$ cat config.mk
export PLATFORM = sky130hd
export DESIGN_NAME = pipeline_ctrl_flat
export DESIGN_NICKNAME = d
export VERILOG_FILES = /design/src/rtl/pipeline_ctrl_if.sv /design/src/rtl/pipeline_ctrl.sv /design/src/flat_wrapper.sv
export SDC_FILE = /design/constraint.sdc
export NUM_CORES = 1
export LEC_CHECK = 0
export ABC_AREA = 1
export CAP_MARGIN = 40
export CORE_MARGIN = 3
export CORE_UTILIZATION = 40
export CTS_CLUSTER_DIAMETER = 80
export CTS_CLUSTER_SIZE = 30
export DETAILED_ROUTE_END_ITERATION = 7
export PLACE_DENSITY = 0.74
export SYNTH_ARGS = -nofsm -noshare
export SYNTH_HDL_FRONTEND = slang
export SYNTH_SLANG_ARGS = --single-unit
$ cat constraint.sdc
create_clock -name clk -period 2.3 [get_ports clk]
set_input_delay 0.69 -clock clk [delete_from_list [all_inputs] [get_ports clk]]
set_output_delay 0.69 -clock clk [all_outputs]
set_load 0.01 [all_outputs]
$ cat src/rtl/pipeline_ctrl_if.sv
// Handshake and status bundle between the core datapath and the pipeline
// sequencer. The slave side is the sequencer; the master side is the core.
interface pipeline_ctrl_if #(
  parameter int WIDTH = 32
);
  logic             jump;
  logic             mem_busy;
  logic [4:0]       dec_rs1;
  logic             dec_rs1_used;
  logic [4:0]       dec_rs2;
  logic             dec_rs2_used;
  logic [4:0]       ex_rd;
  logic             ex_rd_we;
  logic             ex_mem_rd;
  logic             halt_req;
  logic             resume_req;
  logic             step_req;

  logic             hold_fe;
  logic             hold_de;
  logic             hold_ex;
  logic             kill_de;
  logic             kill_ex;
  logic [2:0]       valid;
  logic             halted;
  logic [WIDTH-1:0] cyc_cnt;
  logic [WIDTH-1:0] ret_cnt;
  logic [WIDTH-1:0] stall_cnt;
  logic [WIDTH-1:0] flush_cnt;

  modport master (
    output jump, mem_busy, dec_rs1, dec_rs1_used, dec_rs2, dec_rs2_used,
           ex_rd, ex_rd_we, ex_mem_rd, halt_req, resume_req, step_req,
    input  hold_fe, hold_de, hold_ex, kill_de, kill_ex, valid, halted,
           cyc_cnt, ret_cnt, stall_cnt, flush_cnt
  );

  modport slave (
    input  jump, mem_busy, dec_rs1, dec_rs1_used, dec_rs2, dec_rs2_used,
           ex_rd, ex_rd_we, ex_mem_rd, halt_req, resume_req, step_req,
    output hold_fe, hold_de, hold_ex, kill_de, kill_ex, valid, halted,
           cyc_cnt, ret_cnt, stall_cnt, flush_cnt
  );
endinterface

$ cat src/rtl/pipeline_ctrl.sv
// Sequencer for the 4-stage core: tracks stage occupancy, produces the
// hold/kill controls for the stage registers, handles redirects, load-use
// bubbles, memory wait states and debug halt/step, and keeps perf counters.
module pipeline_ctrl #(
  parameter int WIDTH          = 32,
  parameter bit LOAD_USE_STALL = 1'b1
) (
  input  logic clk,
  input  logic rst,
  pipeline_ctrl_if.slave bus
);

  typedef enum logic [1:0] {
    RUN    = 2'd0,
    HALTED = 2'd1,
    STEP   = 2'd2
  } state_t;

  state_t           r_state;
  state_t           w_next;
  logic             r_v1;
  logic             r_v2;
  logic             r_v3;
  logic [WIDTH-1:0] r_cyc;
  logic [WIDTH-1:0] r_ret;
  logic [WIDTH-1:0] r_stall;
  logic [WIDTH-1:0] r_flush;

  logic             w_running;
  logic             w_adv;
  logic             w_rs1_hit;
  logic             w_rs2_hit;
  logic             w_lu;
  logic             w_hold_fe;
  logic             w_hold_de;
  logic             w_hold_ex;
  logic             w_kill_de;
  logic             w_kill_ex;
  logic [WIDTH-1:0] w_flush_inc;

  // The pipe moves only when the core is allowed to run and memory is ready.
  assign w_running = (r_state == RUN) || (r_state == STEP);
  assign w_adv     = w_running && !bus.mem_busy;

  // A load in execute whose result decode needs right now costs one bubble.
  assign w_rs1_hit = bus.dec_rs1_used && (bus.dec_rs1 == bus.ex_rd);
  assign w_rs2_hit = bus.dec_rs2_used && (bus.dec_rs2 == bus.ex_rd);
  assign w_lu      = LOAD_USE_STALL && r_v1 && r_v2 && bus.ex_mem_rd &&
                     bus.ex_rd_we && (bus.ex_rd != 5'd0) &&
                     (w_rs1_hit || w_rs2_hit);

  // Only instructions still in s1/s2 are discarded by a redirect.
  assign w_flush_inc = WIDTH'(r_v1) + WIDTH'(r_v2);

  // State register for the debug run/halt/step sequencing.
  always_ff @(posedge clk) begin
    if (rst) r_state <= RUN;
    else     r_state <= w_next;
  end

  // Next debug state; a halt lets the advancing edge complete first and
  // resume beats step when both arrive while halted.
  always_comb begin
    w_next = r_state;
    case (r_state)
      RUN: begin
        if (bus.halt_req && w_adv) w_next = HALTED;
      end
      HALTED: begin
        if (bus.resume_req)    w_next = RUN;
        else if (bus.step_req) w_next = STEP;
      end
      STEP: begin
        if (w_adv) w_next = HALTED;
      end
      default: w_next = RUN;
    endcase
  end

  // Stage register controls: reset injects bubbles, a frozen pipe holds
  // everything, and a redirect overrides any load-use bubble.
  always_comb begin
    w_hold_fe = 1'b0;
    w_hold_de = 1'b0;
    w_hold_ex = 1'b0;
    w_kill_de = 1'b0;
    w_kill_ex = 1'b0;
    if (rst) begin
      w_kill_de = 1'b1;
      w_kill_ex = 1'b1;
    end else if (!w_adv) begin
      w_hold_fe = 1'b1;
      w_hold_de = 1'b1;
      w_hold_ex = 1'b1;
    end else if (bus.jump) begin
      w_kill_de = 1'b1;
      w_kill_ex = 1'b1;
    end else if (w_lu) begin
      w_hold_fe = 1'b1;
      w_kill_de = 1'b1;
    end
  end

  // Stage occupancy follows the same hold/kill decisions as the datapath.
  always_ff @(posedge clk) begin
    if (rst) begin
      r_v1 <= 1'b0;
      r_v2 <= 1'b0;
      r_v3 <= 1'b0;
    end else if (w_adv) begin
      r_v1 <= w_hold_fe ? r_v1 : 1'b1;
      r_v2 <= w_kill_de ? 1'b0 : r_v1;
      r_v3 <= w_kill_ex ? 1'b0 : r_v2;
    end
  end

  // Performance counters; all wrap silently at the counter width.
  always_ff @(posedge clk) begin
    if (rst) begin
      r_cyc   <= '0;
      r_ret   <= '0;
      r_stall <= '0;
      r_flush <= '0;
    end else begin
      r_cyc <= r_cyc + 1'b1;
      if (w_adv && r_v3)          r_ret   <= r_ret + 1'b1;
      if (w_running && w_hold_fe) r_stall <= r_stall + 1'b1;
      if (w_adv && bus.jump)      r_flush <= r_flush + w_flush_inc;
    end
  end

  assign bus.hold_fe   = w_hold_fe;
  assign bus.hold_de   = w_hold_de;
  assign bus.hold_ex   = w_hold_ex;
  assign bus.kill_de   = w_kill_de;
  assign bus.kill_ex   = w_kill_ex;
  assign bus.valid     = {r_v3, r_v2, r_v1};
  assign bus.halted    = (r_state == HALTED);
  assign bus.cyc_cnt   = r_cyc;
  assign bus.ret_cnt   = r_ret;
  assign bus.stall_cnt = r_stall;
  assign bus.flush_cnt = r_flush;

endmodule

$ cat src/flat_wrapper.sv
// flat-port wrapper written by rule: the top's interface ports become plain ports
module pipeline_ctrl_flat 
#(
  parameter int WIDTH          = 32,
  parameter bit LOAD_USE_STALL = 1'b1
)
  (clk, rst, bus_jump, bus_mem_busy, bus_dec_rs1, bus_dec_rs1_used, bus_dec_rs2, bus_dec_rs2_used, bus_ex_rd, bus_ex_rd_we, bus_ex_mem_rd, bus_halt_req, bus_resume_req, bus_step_req, bus_hold_fe, bus_hold_de, bus_hold_ex, bus_kill_de, bus_kill_ex, bus_valid, bus_halted, bus_cyc_cnt, bus_ret_cnt, bus_stall_cnt, bus_flush_cnt);
  pipeline_ctrl_if #(.WIDTH(WIDTH)) bus_i ();
  input  logic clk;
  input  logic rst;
  input wire logic [$bits(bus_i.jump)-1:0] bus_jump;
  input wire logic [$bits(bus_i.mem_busy)-1:0] bus_mem_busy;
  input wire logic [$bits(bus_i.dec_rs1)-1:0] bus_dec_rs1;
  input wire logic [$bits(bus_i.dec_rs1_used)-1:0] bus_dec_rs1_used;
  input wire logic [$bits(bus_i.dec_rs2)-1:0] bus_dec_rs2;
  input wire logic [$bits(bus_i.dec_rs2_used)-1:0] bus_dec_rs2_used;
  input wire logic [$bits(bus_i.ex_rd)-1:0] bus_ex_rd;
  input wire logic [$bits(bus_i.ex_rd_we)-1:0] bus_ex_rd_we;
  input wire logic [$bits(bus_i.ex_mem_rd)-1:0] bus_ex_mem_rd;
  input wire logic [$bits(bus_i.halt_req)-1:0] bus_halt_req;
  input wire logic [$bits(bus_i.resume_req)-1:0] bus_resume_req;
  input wire logic [$bits(bus_i.step_req)-1:0] bus_step_req;
  output wire logic [$bits(bus_i.hold_fe)-1:0] bus_hold_fe;
  output wire logic [$bits(bus_i.hold_de)-1:0] bus_hold_de;
  output wire logic [$bits(bus_i.hold_ex)-1:0] bus_hold_ex;
  output wire logic [$bits(bus_i.kill_de)-1:0] bus_kill_de;
  output wire logic [$bits(bus_i.kill_ex)-1:0] bus_kill_ex;
  output wire logic [$bits(bus_i.valid)-1:0] bus_valid;
  output wire logic [$bits(bus_i.halted)-1:0] bus_halted;
  output wire logic [$bits(bus_i.cyc_cnt)-1:0] bus_cyc_cnt;
  output wire logic [$bits(bus_i.ret_cnt)-1:0] bus_ret_cnt;
  output wire logic [$bits(bus_i.stall_cnt)-1:0] bus_stall_cnt;
  output wire logic [$bits(bus_i.flush_cnt)-1:0] bus_flush_cnt;
  assign bus_i.jump = bus_jump;
  assign bus_i.mem_busy = bus_mem_busy;
  assign bus_i.dec_rs1 = bus_dec_rs1;
  assign bus_i.dec_rs1_used = bus_dec_rs1_used;
  assign bus_i.dec_rs2 = bus_dec_rs2;
  assign bus_i.dec_rs2_used = bus_dec_rs2_used;
  assign bus_i.ex_rd = bus_ex_rd;
  assign bus_i.ex_rd_we = bus_ex_rd_we;
  assign bus_i.ex_mem_rd = bus_ex_mem_rd;
  assign bus_i.halt_req = bus_halt_req;
  assign bus_i.resume_req = bus_resume_req;
  assign bus_i.step_req = bus_step_req;
  assign bus_hold_fe = bus_i.hold_fe;
  assign bus_hold_de = bus_i.hold_de;
  assign bus_hold_ex = bus_i.hold_ex;
  assign bus_kill_de = bus_i.kill_de;
  assign bus_kill_ex = bus_i.kill_ex;
  assign bus_valid = bus_i.valid;
  assign bus_halted = bus_i.halted;
  assign bus_cyc_cnt = bus_i.cyc_cnt;
  assign bus_ret_cnt = bus_i.ret_cnt;
  assign bus_stall_cnt = bus_i.stall_cnt;
  assign bus_flush_cnt = bus_i.flush_cnt;
  pipeline_ctrl #(.WIDTH(WIDTH), .LOAD_USE_STALL(LOAD_USE_STALL)) u_core (.clk(clk), .rst(rst), .bus(bus_i));
endmodule
## Word-level counts from Yosys, hierarchy flattened

Cells that the tools add are included.

- Register bits after elaboration: 133
- Input port bits: 26
- Word-level logic and storage cells: 59

- Add/sub/neg operators: 5
- Eq/ne operators: 7
- Multiplexer cells: 19
- Bitwise operators: 1
- Reductions and logical operators: 19

Operator list:

| cell | count |
|---|---|
| 32-bit by 1-bit adder with 32-bit output, second input constant | 3 |
| 32-bit adder | 1 |
| 1-bit two-way mux | 14 |
| 1-bit logical AND | 12 |
| 5-bit equality test | 2 |
| 2-bit two-way mux | 4 |
| 2-bit case mux with 3 select lines | 1 |
| 5-bit nonzero test | 1 |
| 3-bit != test, second input constant | 1 |
| 3-bit AND reduction | 1 |
| 1-bit by 1-bit adder with 2-bit output | 1 |
| 2-bit by 1-bit equality test with 1-bit output, second input constant | 1 |
| 2-bit equality test, second input constant | 1 |
| 2-bit logical NOT | 1 |
| 1-bit logical OR | 2 |
| 2-bit by 1-bit != test with 1-bit output, second input constant | 1 |
| 2-bit != test, second input constant | 1 |
| 2-bit AND reduction | 1 |
| 1-bit logical NOT | 1 |
| 1-bit inverter | 1 |

## Depth between registers and ports, before layout

Gate-level depths: netlist of the first run.

- Word-level depth: 11
- Mapped depth: 14

## Least setup slack after synthesis of the first run

No wires, ideal clock.

- Path type: in2out
- Start: input bus_ex_rd[3]
- End: output bus_hold_fe
- Arrival time: 1.640 ns
- Required time: 1.610 ns
- Setup slack: -0.030 ns
- Stages on the path: 11
- Buffers on the path: 1
- Cells stage by stage: inv_1 -> nand2_1 -> nand2_1 -> nor2_1 -> nand3_1 -> nand2_1 -> nand2_1 -> nand2_1 -> clkbuf_1 -> nand2_1 -> inv_1

- Word-level cells in the longest chain between the ends: 8
- Elaborated cells on any way between the ends: 12
- Those cells by class: eq/ne (2); mux (4); reduce/logical (6)

RTL lines:

| item | line | source |
|---|---|---|
| from (decl) | flat_wrapper.sv:17 | `input wire logic [$bits(bus_i.ex_rd)-1:0] bus_ex_rd;` |
| 5-bit equality test (on tied branches) | pipeline_ctrl.sv:46, pipeline_ctrl.sv:47 |  |
| 1-bit logical AND (on tied branches) | pipeline_ctrl.sv:46, pipeline_ctrl.sv:47 |  |
| 1-bit logical OR | pipeline_ctrl.sv:50 | `(w_rs1_hit \|\| w_rs2_hit);` |
| 1-bit logical AND (*) | pipeline_ctrl.sv:49 | `bus.ex_rd_we && (bus.ex_rd != 5'd0) &&` |
| 1-bit two-way mux (*) | pipeline_ctrl.sv:98 | `end else if (w_lu) begin` |
| 1-bit two-way mux (*) | pipeline_ctrl.sv:95 | `end else if (bus.jump) begin` |
| 1-bit two-way mux (*) | pipeline_ctrl.sv:91 | `end else if (!w_adv) begin` |
| 1-bit two-way mux (*) | pipeline_ctrl.sv:88 | `if (rst) begin` |
| to (decl) | flat_wrapper.sv:23 | `output wire logic [$bits(bus_i.hold_fe)-1:0] bus_hold_fe;` |

Mark *: on every way between the ends. The rest lies on a longest branch, timed or not.

## Worst setup path after layout of the first run

- Start: input bus_ex_rd[0]
- End: output bus_hold_fe

Same word-level chain as after synthesis.

==> results of run 1 <==
-- metal layers --
metal	GRT usage, %	up-vias	part of all wire, %
met5	0	-	0
met4	6.39	0	1.6
met3	4.99	33	7.3
met2	34.0	275	45
met1	29.4	3752	46
li1	-	4260	-
-- synthesized netlist by cell type, types with 2 or more instances --
| master | count | share of area [%] |
|---|---|---|
| nand2_1 | 319 | 16 |
| nor2_1 | 188 | 9.3 |
| inv_1 | 142 | 7.0 |
| dfxtp_1 | 133 | 35 |
| a21oi_1 | 77 | 5.1 |
| nand4_1 | 54 | 4.5 |
| nand3_1 | 52 | 3.4 |
| nor3_1 | 44 | 2.9 |
| o21ai_0 | 30 | 2.0 |
| xor2_1 | 22 | 2.5 |
| clkbuf_1 | 18 | 0.89 |
| nand3b_1 | 12 | 1.2 |
| nor2_2 | 11 | 0.91 |
| xnor2_1 | 10 | 1.2 |
| or2_2 | 8 | 0.66 |
| a211oi_1 | 7 | 0.69 |
| buf_2 | 6 | 0.40 |
| ha_1 | 6 | 0.99 |
| o21a_1 | 5 | 0.50 |
| buf_1 | 4 | 0.20 |
| buf_4 | 4 | 0.40 |
| nor3b_1 | 4 | 0.40 |
| nor4_1 | 4 | 0.33 |
| o21ai_1 | 4 | 0.26 |
| nand2_2 | 3 | 0.25 |
| nor2_4 | 3 | 0.45 |
| nor3_2 | 3 | 0.40 |
| a31oi_1 | 2 | 0.16 |
| and3_1 | 2 | 0.16 |
| buf_6 | 2 | 0.30 |
| inv_2 | 2 | 0.099 |
-- layout make-up --
cell class	instances	area share [%]
Inverter	145	5.26
Clock buffer	17	4.07
Multi-Input combinational cell	880	41.4
Clock inverter	15	1.84
Tap cell	229	2.74
Timing Repair Buffer	219	19.1
Sequential cell	133	25.5
-- power by group through the flow --
stage / registers (W) / clock network (W) / logic, W
after CTS: 0.00233 / 0.00292 / 0.000316
after global placement: 0.00238 / 0 / 0.000320
final: 0.00233 / 0.00287 / 0.000330
after floorplan: 0.00239 / 0 / 0.000172
after global routing: 0.00234 / 0.00303 / 0.000367
after detailed placement: 0.00238 / 0 / 0.000324
-- cell usage in the layout, fill, tap and decap left out, types with 5 or more instances in the layout --
cell             synthesis  layout
nand3_2                  1       5
or2_2                    8       8
nand2_2                  3      10
xnor2_1                 10       9
dfxtp_1                133     130
inv_6                    0       6
a21oi_1                 77      77
nor2_4                   3       7
nor2_2                  11      11
nand3b_1                12      12
nand2_1                319     311
clkbuf_16                0      17
inv_1                  142     137
nor2_1                 188     184
dlygate4sd2_1            0       9
clkdlybuf4s50_1          0     134
nand3_1                 52      48
a211oi_1                 7       7
o21ai_0                 30      29
buf_6                    2       7
buf_2                    6      10
buf_4                    4      56
nand4_1                 54      54
nor3_1                  44      44
o21a_1                   5       5
xor2_1                  22      22
inv_2                    2       6
-- cell families after synthesis --
| family | Yosys count |
|---|---|
| xor gates and xnor gates | 32 |
| and+or+nand+nor | 713 |
| adders and majority gates | 7 |
| buffers and inverters | 179 |
| DFF | 133 |
| AOI/OAI and AO/OA | 128 |
-- state kept, by name (all words and copies together) (netlist names) --
| register | flops |
|---|---|
| u_core.r_state | 2 |
| u_core.bus.flush_cnt | 32 |
| u_core.bus.ret_cnt | 32 |
| u_core.bus.stall_cnt | 32 |
| u_core.r_v2 | 1 |
| u_core.bus.cyc_cnt | 32 |
| u_core.r_v1 | 1 |
| u_core.r_v3 | 1 |
-- worst paths after layout --
check | startpoint | endpoint | slack (ns) | cells after the start
hold / removal | u_core.bus.cyc_cnt[0]$_SDFF_PP0_ | u_core.bus.cyc_cnt[0]$_SDFF_PP0_ | 0.47 | 1
hold reg to reg | u_core.bus.cyc_cnt[0]$_SDFF_PP0_ | u_core.bus.cyc_cnt[0]$_SDFF_PP0_ | 0.47 | 1
setup / recovery | bus_ex_rd[0] | bus_hold_fe | 0.004 | 12
setup reg to reg | u_core.r_v2$_SDFFE_PP0N_ | u_core.bus.flush_cnt[24]$_SDFFE_PP0P_ | 0.10 | 13
-- stage by stage --
| step | hold slack, ns | TNS [ns] | worst slack (ns) | util (%) | cell area (µm²) |
|---|---|---|---|---|---|
| after floorplan | 0.469 | 0 | 0.0600 | - | 7580 |
| after global placement | 0.447 | -30.70 | -0.889 | 53.2 | 9710 |
| after detailed placement | 0.455 | -30.86 | -0.909 | 53.2 | 9710 |
| after CTS | 0.473 | -0.0315 | -0.0281 | 56.4 | 10300 |
| after global routing | 0.504 | -0.264 | -0.109 | 57.2 | 10500 |
| final | 0.469 | 0 | 0.00362 | 57.2 | 10500 |
-- what timing repair did --
item / 4_1_cts / 5_1_grt
setup buffers: 3 / 3
resized for setup: 94 / 33
pin swaps: 32 / 23
setup endpoints to repair: 38 / 12
hold buffers: 0 / 0
==> results by group, run 1 <==
Status
  – Outcome: complete, no violations

Synthesis
  – Synth async-reset ratio: 0%
  – Synthesized flop and latch total: 133
  – Combined area of all synthesized cells: 0.00758 mm²
  – Number of different library cells in the post-synthesis netlist: 42
  – Compound-Gate Fraction of Synth Area: 8.99%
  – Average footprint of a synthesized cell: 6.36 µm²
  – Leading register cell type out of synthesis: dfxtp_1
  – Mapped Cells: 1,192
  – Post-synth EDFFs: 0
  – Main combinational cell family by area after synthesis: simple AND/OR/NAND/NOR gates
  – Multiplexer area fraction after synthesis: 0%
  – Post-Synth Simple-Gate Area: 41.6%
  – Yosys synthesis warning count: 0
  – Adder-cell area share of the yosys netlist: 1.25%
  – Xor and xnor fraction of the mapped netlist area: 3.70%
  – Syn Nets: 1,225
  – Sequential cell area fraction in the yosys report: 35.1%

Die
  – Site row count: 49
  – Core outline area: 0.0183 mm²
  – Area of the die: 0.0206 mm²
  – Width of the die: 144 µm
  – Starting density of the core: 41.5%
  – Ports placed on the boundary: 163
  – Height of the die: 144 µm

GRT
  – Total overflow reported by the global router: 0
  – Largest net degree at the start of global routing: 63
  – Wire length of the first global-routing pass: 36,300 µm
  – Global-route usage over all layers: 21.5%
  – Initial antenna violation count: 0
  – Vias in the first global route: 7,554

Routing
  – WL final: 22,400 µm
  – Pre-antenna DRT Iters: 5
  – Residual antenna-violating net count after detailed routing: 0
  – Vias per std cell: 5.08
  – Detailed router's first-iteration violation count: 600
  – Routed length per placed instance: 13.7 µm
  – Via total after detailed routing: 8,320
  – DRC errors left: 0

STA
  – Ratio of final minimum period to clock period: 99.8%
  – Transition time of the tightest slew-check pin: 0.697 ns
  – Final setup violation count: 0
  – Setup repair after global routing missed its margin: yes
  – Worst slew margin relative to its limit: 53.5%
  – Clock Skew: 0.00856 ns
  – Final Hold Viols: 0
  – Pins Over Slew Limit: 0
  – Peak Freq: 435 MHz
  – Min cycle time layout: 2.30 ns

Pwr
  – Net switching power: 0.00135 W
  – Combinational group share of total power: 6.0%
  – Switching share of power: 24.4%
  – Power per standard cell area: 530 mW/mm²
  – Leakage component of the power: 3.79 nW
  – Clock share of power: 51.9%
  – Power Internal: 0.00418 W
  – Sum of internal, switching and leakage power: 0.00554 W
  – VDD IR max: 0.497 mV
  – Proportion of power drawn by flip-flops and latches: 42.2%

Clock network
  – Number of H-tree levels: 4
  – Clock sink total: 133
  – Clock transition time at the flip-flop clock pins of the worst setup and hold paths: 0.06 ns
  – Total clock buffers created by CTS: 17
  – Clock insertion delay at the later pin of the skew report: 0.42 ns
  – Number of buffers between clock root and the deepest sink: 2
  – CTS tree: done
  – Clock Tree Root: clkbuf_16

Finish
  – Layout overhead on the synthesized area: 37.8%
  – Area taken by multi-input logic gates: 0.00433 mm²
  – Fraction of layout cells with a size suffix above 1: 12.3%
  – Total area of sequential cells: 0.00267 mm²
  – Finished Layout Cells: 1,638
  – Post-layout nets: 1,429
  – Count of fill cells added during filler insertion: 1,722
  – Number of inserted diodes: 0

Worst setup path
  – Kind of end point of the critical path: primary output
  – Cell with the largest stage delay on the worst path: buf_6
  – Most repeated library cell on the critical path: nand2_2
  – Maximum fanout count along the critical path: 3
  – Cell-by-cell listing of the critical path: buf_8 -> buf_6 -> nand2_2 -> nand2_2 -> nor2_1 -> nand3_1 -> nand2_1 -> nand2_2 -> nand2_2 -> nand2_1 -> inv_1 -> buf_6
  – WS Path Type: input port to primary output
  – Arrival time at the worst endpoint: 1.61 ns
  – Number of buffers and inverters on the critical path: 4
  – Critical path's largest stage delay: 0.11 ns
  – Dominant delay contributor by cell family on the critical path: simple AND/OR/NAND/NOR gates
  – Worst EP required: 1.61 ns
  – Setup crit start kind: input port

Run
  – Max-cap violations: 0

Placement
  – Gpl congestion: 0.928
  – Buffers on Ports: 162
  – Placed insts: 1,601
  – Post-DP HPWL: 16,500 µm

Min path
  – Worst min path class: flip-flop to flip-flop
Power figures use the tool's default switching activity.
==> run 2, diff against run 1 <==
--- a/config.mk
+++ b/config.mk
@@ -12,7 +12,7 @@
 export CTS_CLUSTER_DIAMETER = 80
 export CTS_CLUSTER_SIZE = 30
 export DETAILED_ROUTE_END_ITERATION = 7
-export PLACE_DENSITY = 0.74
+export PLACE_DENSITY = 0.71
 export SYNTH_ARGS = -nofsm -noshare
 export SYNTH_HDL_FRONTEND = slang
 export SYNTH_SLANG_ARGS = --single-unit
==> constraint.sdc (replaced) <==
create_clock -name clk -period 2.2 [get_ports clk]
set_input_delay 0.66 -clock clk [delete_from_list [all_inputs] [get_ports clk]]
set_output_delay 0.66 -clock clk [all_outputs]
set_load 0.01 [all_outputs]
==> run 2 against run 1 <==
Against the previous run:
- the flow now finishes with violations (setup timing)
- die area did not move
- critical path depth down 1
- hold slack worse by 0.0045 ns
- global-route usage rose by 0.12 points
- via count grew 0.16%
- clock skew is 0.00055 ns higher
- combinational power up 8.8%
- sequential share of layout area shrank 0.28 points
- critical path type unchanged
- largest power group unchanged
==> results by group, run 2 (same netlist as run 1, synthesis figures left out) <==
Status
  – Outcome: finished, violations left (was complete, no violations)
  – Violated checks: setup timing

Finish
  – Post-layout nets: 1,441 (was 1,429)
  – Most frequent cells in the layout: 314 x nand2_1, 180 x nor2_1, 137 x inv_1 (was 311 x nand2_1, 184 x nor2_1, 137 x inv_1)
  – Number of inserted diodes: 0 (unchanged)
  – Most common cell after layout, fill and taps aside: nand2_1 (unchanged)
  – Cell area after layout: 0.0106 mm² (was 0.0105 mm²)
  – Fraction of layout cells with a size suffix above 1: 13.4% (was 12.3%)
  – Layout overhead on the synthesized area: 39.5% (was 37.8%)
  – Count of fill cells added during filler insertion: 1,736 (was 1,722)

Routing
  – Via total after detailed routing: 8,333 (was 8,320)
  – Pre-antenna DRT Iters: 5 (unchanged)
  – Routed length per placed instance: 13.7 µm (about the same)
  – Post-Route M1 WL: 10,800 µm (was 10,400 µm)
  – Residual antenna-violating net count after detailed routing: 0 (unchanged)
  – Topmost layer with routed signal wires: met4 (unchanged)
  – WL final: 22,700 µm (was 22,400 µm)
  – DRC errors left: 0 (unchanged)
  – Routed length on met3: 1210 µm (was 1640 µm)
  – Vias per std cell: 5.05 (was 5.08)
  – Amount of wire on met2 after detailed routing: 10,400 µm (was 10,000 µm)
  – Detailed router's first-iteration violation count: 598 (was 600)

Die
  – Core outline area: 0.0183 mm² (unchanged)
  – Ports placed on the boundary: 163 (unchanged)
  – Starting density of the core: 41.5% (unchanged)
  – Height of the die: 144 µm (unchanged)
  – Area of the die: 0.0206 mm² (unchanged)
  – Width of the die: 144 µm (unchanged)
  – Site row count: 49 (unchanged)

STA
  – Pins Over Slew Limit: 0 (unchanged)
  – Peak Freq: 452 MHz
  – Clock Skew: 0.00911 ns (was 0.00856 ns)
  – Min cycle time layout: 2.21 ns
  – Final Hold Viols: 0 (unchanged)
  – Transition time of the tightest slew-check pin: 0.579 ns (was 0.697 ns)
  – Ratio of final minimum period to clock period: 101%
  – Worst slew margin relative to its limit: 61.4% (was 53.5%)
  – Smallest hold slack: 0.465 ns (was 0.469 ns)
  – Min setup slack post-route: -0.0141 ns (was 0.00362 ns)
  – Setup repair after global routing missed its margin: yes (unchanged)
  – Final setup violation count: 2 (was 0)

Placement
  – Gpl congestion: 0.925 (was 0.928)
  – Area after detailed placement: 0.00977 mm² (was 0.00971 mm²)
  – Post-DP HPWL: 16,600 µm (was 16,500 µm)
  – Buffers on Ports: 162 (unchanged)

Worst setup path
  – WS Path Type: input port to primary output (unchanged)
  – Setup crit start kind: input port (unchanged)
  – Maximum fanout count along the critical path: 4 (was 3)
  – Arrival time at the worst endpoint: 1.55 ns (was 1.61 ns)
  – Kind of end point of the critical path: primary output (unchanged)
  – Worst EP required: 1.54 ns (was 1.61 ns)

GRT
  – Largest net degree at the start of global routing: 50 (was 63)
  – Global-route usage over all layers: 21.6% (was 21.5%)
  – Wire length of the first global-routing pass: 36,700 µm (was 36,300 µm)
  – Initial antenna violation count: 0 (unchanged)
  – Total overflow reported by the global router: 0 (unchanged)
  – Vias in the first global route: 7,648 (was 7,554)

Clock network
  – Hold-fix buffers, CTS: 0 (unchanged)
  – Total clock buffers created by CTS: 17 (unchanged)
  – Clock sink total: 133 (unchanged)
  – Clock Tree Root: clkbuf_16 (unchanged)
  – Clock transition time at the flip-flop clock pins of the worst setup and hold paths: 0.06 ns (about the same)
  – Number of H-tree levels: 4 (unchanged)
  – Clock insertion delay at the later pin of the skew report: 0.42 ns (about the same)
  – Number of buffers between clock root and the deepest sink: 2 (unchanged)
  – CTS tree: done (unchanged)

Pwr
  – Sum of internal, switching and leakage power: 0.00579 W (was 0.00554 W)
  – Power per standard cell area: 548 mW/mm² (was 530 mW/mm²)
  – VDD IR max: 0.526 mV (was 0.497 mV)
  – Leakage component of the power: 3.91 nW (was 3.79 nW)

Run
  – Max-cap violations: 0 (unchanged)

Min path
  – Worst min path class: flip-flop to flip-flop (unchanged)
[run 2: timing repair]
item                                    in CTS  in global routing
hold endpoints to repair                     0                  0
endpoints found under the setup margin      52                 40
pin swaps                                   39                 19
buffers inserted                             8                  7
gates resized for setup                    108                 33
[run 2: area by class of cell]
cell class | count | area, µm² | area share [%]
Clock buffer | 17 | 425 | 4.02
Clock inverter | 15 | 194 | 1.83
Sequential cell | 133 | 2670 | 25.2
Tap cell | 229 | 287 | 2.71
Multi-Input combinational cell | 880 | 4370 | 41.3
Timing Repair Buffer | 231 | 2090 | 19.8
Inverter | 145 | 547 | 5.17
[run 2: report_power, final]
group / switching, W / leakage, nW / internal [W]
Combinational: 0.000209 / 2.54 / 0.000150
Clock: 0.00118 / 0.293 / 0.00181
Sequential: 0.0000173 / 1.08 / 0.00242
Total: 0.00141 / 3.91 / 0.00439
[run 2: through the flow]
| step | setup WS (ns) | TNS (ns) | instances | utilization (%) |
|---|---|---|---|---|
| finish | -0.0141 | -0.0228 | 1650 | 57.9 |
| global route | -0.124 | -0.540 | 1650 | 57.9 |
| CTS | -0.0550 | -0.124 | 1647 | 57.2 |
| detailed placement | -0.931 | -40.11 | 1607 | 53.5 |
| global placement | -0.925 | -39.79 | 1607 | 53.5 |
| floorplan | 0.0200 | 0 | 1192 | - |
[run 2: path summary, 6_finish.rpt]
path	start	endpoint	slack (ns)	depth (start not counted)
worst max-delay path	bus_ex_rd[1]	bus_hold_fe	-0.01	11
worst min-delay path	u_core.bus.cyc_cnt[0]$_SDFF_PP0_	u_core.bus.cyc_cnt[0]$_SDFF_PP0_	0.46	1
worst max register to register	u_core.r_v2$_SDFFE_PP0N_	u_core.bus.flush_cnt[18]$_SDFFE_PP0P_	0.06	14
worst min register to register	u_core.bus.cyc_cnt[0]$_SDFF_PP0_	u_core.bus.cyc_cnt[0]$_SDFF_PP0_	0.46	1
[run 2: critical path, cell delays in order]
cell	delay, ns
buf_6	0.10
buf_6	0.10
nor2_2	0.09
nand4_1	0.09
nand4_1	0.08
inv_1	0.05
nand2_2	0.09
nand2_2	0.07
nand2_1	0.06
inv_1	0.05
buf_6	0.11
[run 2: metal layers]
| layer | up-vias | global-route usage [%] |
|---|---|---|
| li1 | 4272 | - |
| met1 | 3803 | 29.9 |
| met2 | 238 | 34.9 |
| met3 | 20 | 4.06 |
| met4 | 0 | 5.55 |
| met5 | - | 0 |
==> run 3, diff against run 2 <==
--- a/config.mk
+++ b/config.mk
@@ -6,12 +6,12 @@
 export NUM_CORES = 1
 export LEC_CHECK = 0
 export ABC_AREA = 1
-export CAP_MARGIN = 40
+export CAP_MARGIN = 10
 export CORE_MARGIN = 3
 export CORE_UTILIZATION = 40
-export CTS_CLUSTER_DIAMETER = 80
 export CTS_CLUSTER_SIZE = 30
 export DETAILED_ROUTE_END_ITERATION = 7
+export MAX_ROUTING_LAYER = met4
 export PLACE_DENSITY = 0.71
 export SYNTH_ARGS = -nofsm -noshare
 export SYNTH_HDL_FRONTEND = slang
==> run 3 against run 2 <==
Against the previous run:
- hold slack worse by 0.0037 ns
- register-to-register slack about the same
- clock skew up 0.0053 ns
- critical path depth down 1
- global-route usage up 0.91 points
- non-clock buffer count down 8
- via count down 0.80%
- cell count down 0.55%
- utilization down 0.61 points
- the run now ends clean
==> results by group, run 3 (same netlist as run 1, synthesis figures left out) <==
Status
  – Outcome: complete, no violations (was finished, violations left)

Routing
  – Residual antenna-violating net count after detailed routing: 0 (unchanged)
  – WL final: 22,500 µm (was 22,700 µm)
  – Routed length per placed instance: 13.7 µm (about the same)
  – Via total after detailed routing: 8,266 (was 8,333)
  – DRC errors left: 0 (unchanged)
  – Pre-antenna DRT Iters: 5 (unchanged)
  – Vias per std cell: 5.04 (was 5.05)
  – Detailed router's first-iteration violation count: 526 (was 598)

Finish
  – Most frequent cells in the layout: 307 x nand2_1, 184 x nor2_1, 135 x inv_1 (was 314 x nand2_1, 180 x nor2_1, 137 x inv_1)
  – Post-layout nets: 1,433 (was 1,441)
  – Fraction of layout cells with a size suffix above 1: 13.0% (was 13.4%)
  – Most common cell after layout, fill and taps aside: nand2_1 (unchanged)
  – Layout overhead on the synthesized area: 38.0% (was 39.5%)
  – Number of inserted diodes: 0 (unchanged)

Placement
  – Post-DP HPWL: 16,800 µm (was 16,600 µm)
  – Gpl congestion: 0.946 (was 0.925)
  – Buffers on Ports: 162 (unchanged)

Clock network
  – Clock transition time at the flip-flop clock pins of the worst setup and hold paths: 0.06 ns (about the same)
  – Number of buffers between clock root and the deepest sink: 2 (unchanged)
  – Clock insertion delay at the later pin of the skew report: 0.42 ns (about the same)
  – Total clock buffers created by CTS: 17 (unchanged)
  – Clock Tree Root: clkbuf_16 (unchanged)
  – Hold-fix buffers, CTS: 0 (unchanged)
  – CTS tree: done (unchanged)
  – Number of H-tree levels: 4 (unchanged)
  – Clock sink total: 133 (unchanged)

Worst setup path
  – Number of buffers and inverters on the critical path: 3 (was 5)
  – Critical path's largest stage delay: 0.15 ns (was 0.11 ns)
  – Cell with the largest stage delay on the worst path: buf_2 (was buf_6)
  – Most repeated library cell on the critical path: nand2_2 (was buf_6)
  – Dominant delay contributor by cell family on the critical path: simple AND/OR/NAND/NOR gates (unchanged)
  – Maximum fanout count along the critical path: 4 (unchanged)
  – Setup crit start kind: input port (unchanged)
  – Cell-by-cell listing of the critical path: buf_6 -> inv_4 -> nand2_2 -> nand2_2 -> nor2_2 -> nand3_1 -> nand2_1 -> nand2_2 -> o21ai_2 -> buf_2 (was buf_6 -> buf_6 -> nor2_2 -> nand4_1 -> nand4_1 -> inv_1 -> nand2_2 -> nand2_2 -> nand2_1 -> inv_1 -> buf_6)
  – Kind of end point of the critical path: primary output (unchanged)
  – Worst EP required: 1.54 ns (about the same)
  – WS Path Type: input port to primary output (unchanged)
  – Arrival time at the worst endpoint: 1.53 ns (was 1.55 ns)

Die
  – Width of the die: 144 µm (unchanged)
  – Core outline area: 0.0183 mm² (unchanged)
  – Starting density of the core: 41.5% (unchanged)
  – Ports placed on the boundary: 163 (unchanged)
  – Site row count: 49 (unchanged)
  – Area of the die: 0.0206 mm² (unchanged)
  – Height of the die: 144 µm (unchanged)

STA
  – Final Hold Viols: 0 (unchanged)
  – Pins Over Slew Limit: 0 (unchanged)
  – Setup repair after global routing missed its margin: yes (unchanged)
  – Peak Freq: 457 MHz (was 452 MHz)
  – Ratio of final minimum period to clock period: 99.5% (was 101%)
  – Final setup violation count: 0 (was 2)
  – Sum of negative setup slack: 0 ns (was -0.0228 ns)
  – Worst slew margin relative to its limit: 61.4% (about the same)
  – Clock Skew: 0.0144 ns (was 0.00911 ns)
  – Transition time of the tightest slew-check pin: 0.575 ns (was 0.579 ns)
  – Min cycle time layout: 2.19 ns (was 2.21 ns)

GRT
  – Largest net degree at the start of global routing: 49 (was 50)
  – Global-route usage over all layers: 22.6% (was 21.6%)
  – Vias in the first global route: 7,720 (was 7,648)
  – Total overflow reported by the global router: 0 (unchanged)
  – Wire length of the first global-routing pass: 37,100 µm (was 36,700 µm)
  – Initial antenna violation count: 0 (unchanged)

Min path
  – Worst min path class: flip-flop to flip-flop (unchanged)

Pwr
  – Leakage component of the power: 3.86 nW (was 3.91 nW)
  – Sum of internal, switching and leakage power: 0.00554 W (was 0.00579 W)
  – Power per standard cell area: 529 mW/mm² (was 548 mW/mm²)
  – VDD IR max: 0.520 mV (was 0.526 mV)

Run
  – Max-cap violations: 0 (unchanged)
==> run 3: cell types whose count changed in the layout (fill, tap and decap cells not counted), sizes merged <==
cell           delta
clkdlybuf4s15     +2
dlymetal6s2s      +1
clkdlybuf4s50     -1
clkbuf            +1
bufinv            -1
clkinv            +4
buf               -8
dlygate4sd2       -2
inv               -5
==> run 3: cell type report <==
class	count	area [µm²]
multi-input cells	880	4350
inverters	145	554
clock buffers	18	429
repair buffers	223	2050
well taps	229	287
fillers	1789	7800
flip-flops and latches	133	2670
clock inverters	13	134
==> run 3: what timing repair did <==
action                                 4_1_cts  5_1_grt
gates resized for setup                    118       32
setup endpoints to repair                   50       33
endpoints found under the hold margin        0        0
pin swaps                                   36       25
setup buffers                                4        2
==> run 3: through the flow <==
step | instance area [µm²] | utilization, % | cells | hold WS (ns) | setup slack, ns
finish | 10500 | 57.3 | 1641 | 0.461 | 0.0111
global route | 10500 | 57.3 | 1641 | 0.498 | -0.0680
CTS | 10400 | 56.7 | 1640 | 0.467 | -0.0245
detailed placement | 9750 | 53.4 | 1606 | 0.454 | -0.959
global placement | 9750 | 53.4 | 1606 | 0.449 | -0.923
floorplan | 7590 | - | 1192 | 0.469 | 0.0200
==> run 3: worst paths after layout <==
check                                   start                               endpoint  slack, ns  cells past startpoint
max                              bus_ex_rd[3]                            bus_kill_de       0.01                     10
min          u_core.bus.cyc_cnt[0]$_SDFF_PP0_       u_core.bus.cyc_cnt[0]$_SDFF_PP0_       0.46                      1
max reg2reg          u_core.r_v2$_SDFFE_PP0N_  u_core.bus.flush_cnt[18]$_SDFFE_PP0P_       0.06                     14
min reg2reg  u_core.bus.cyc_cnt[0]$_SDFF_PP0_       u_core.bus.cyc_cnt[0]$_SDFF_PP0_       0.46                      1
==> run 3: routing by layer <==
layer	part of all wire [%]	track usage, %	routed length (µm)
met1	48	30.4	10700
met5	0	-	0
met3	5.5	4.43	1230
met2	46	35.0	10300
met4	1.2	5.55	264
==> run 3: worst register-to-register path: cells and delay by family, from the launching register on <==
kind / cells / cell delay (ns)
xor gates and xnor gates: 1 / 0.14
adders and majority gates: 3 / 0.75
buffers and inverters: 2 / 0.12
DFF: 1 / 0.33
and+or+nand+nor: 8 / 0.69
==> run 3: power breakdown <==
part           internal [W]  switching (W)
Clock               0.00166        0.00109
Sequential          0.00243      0.0000177
Combinational      0.000150       0.000208
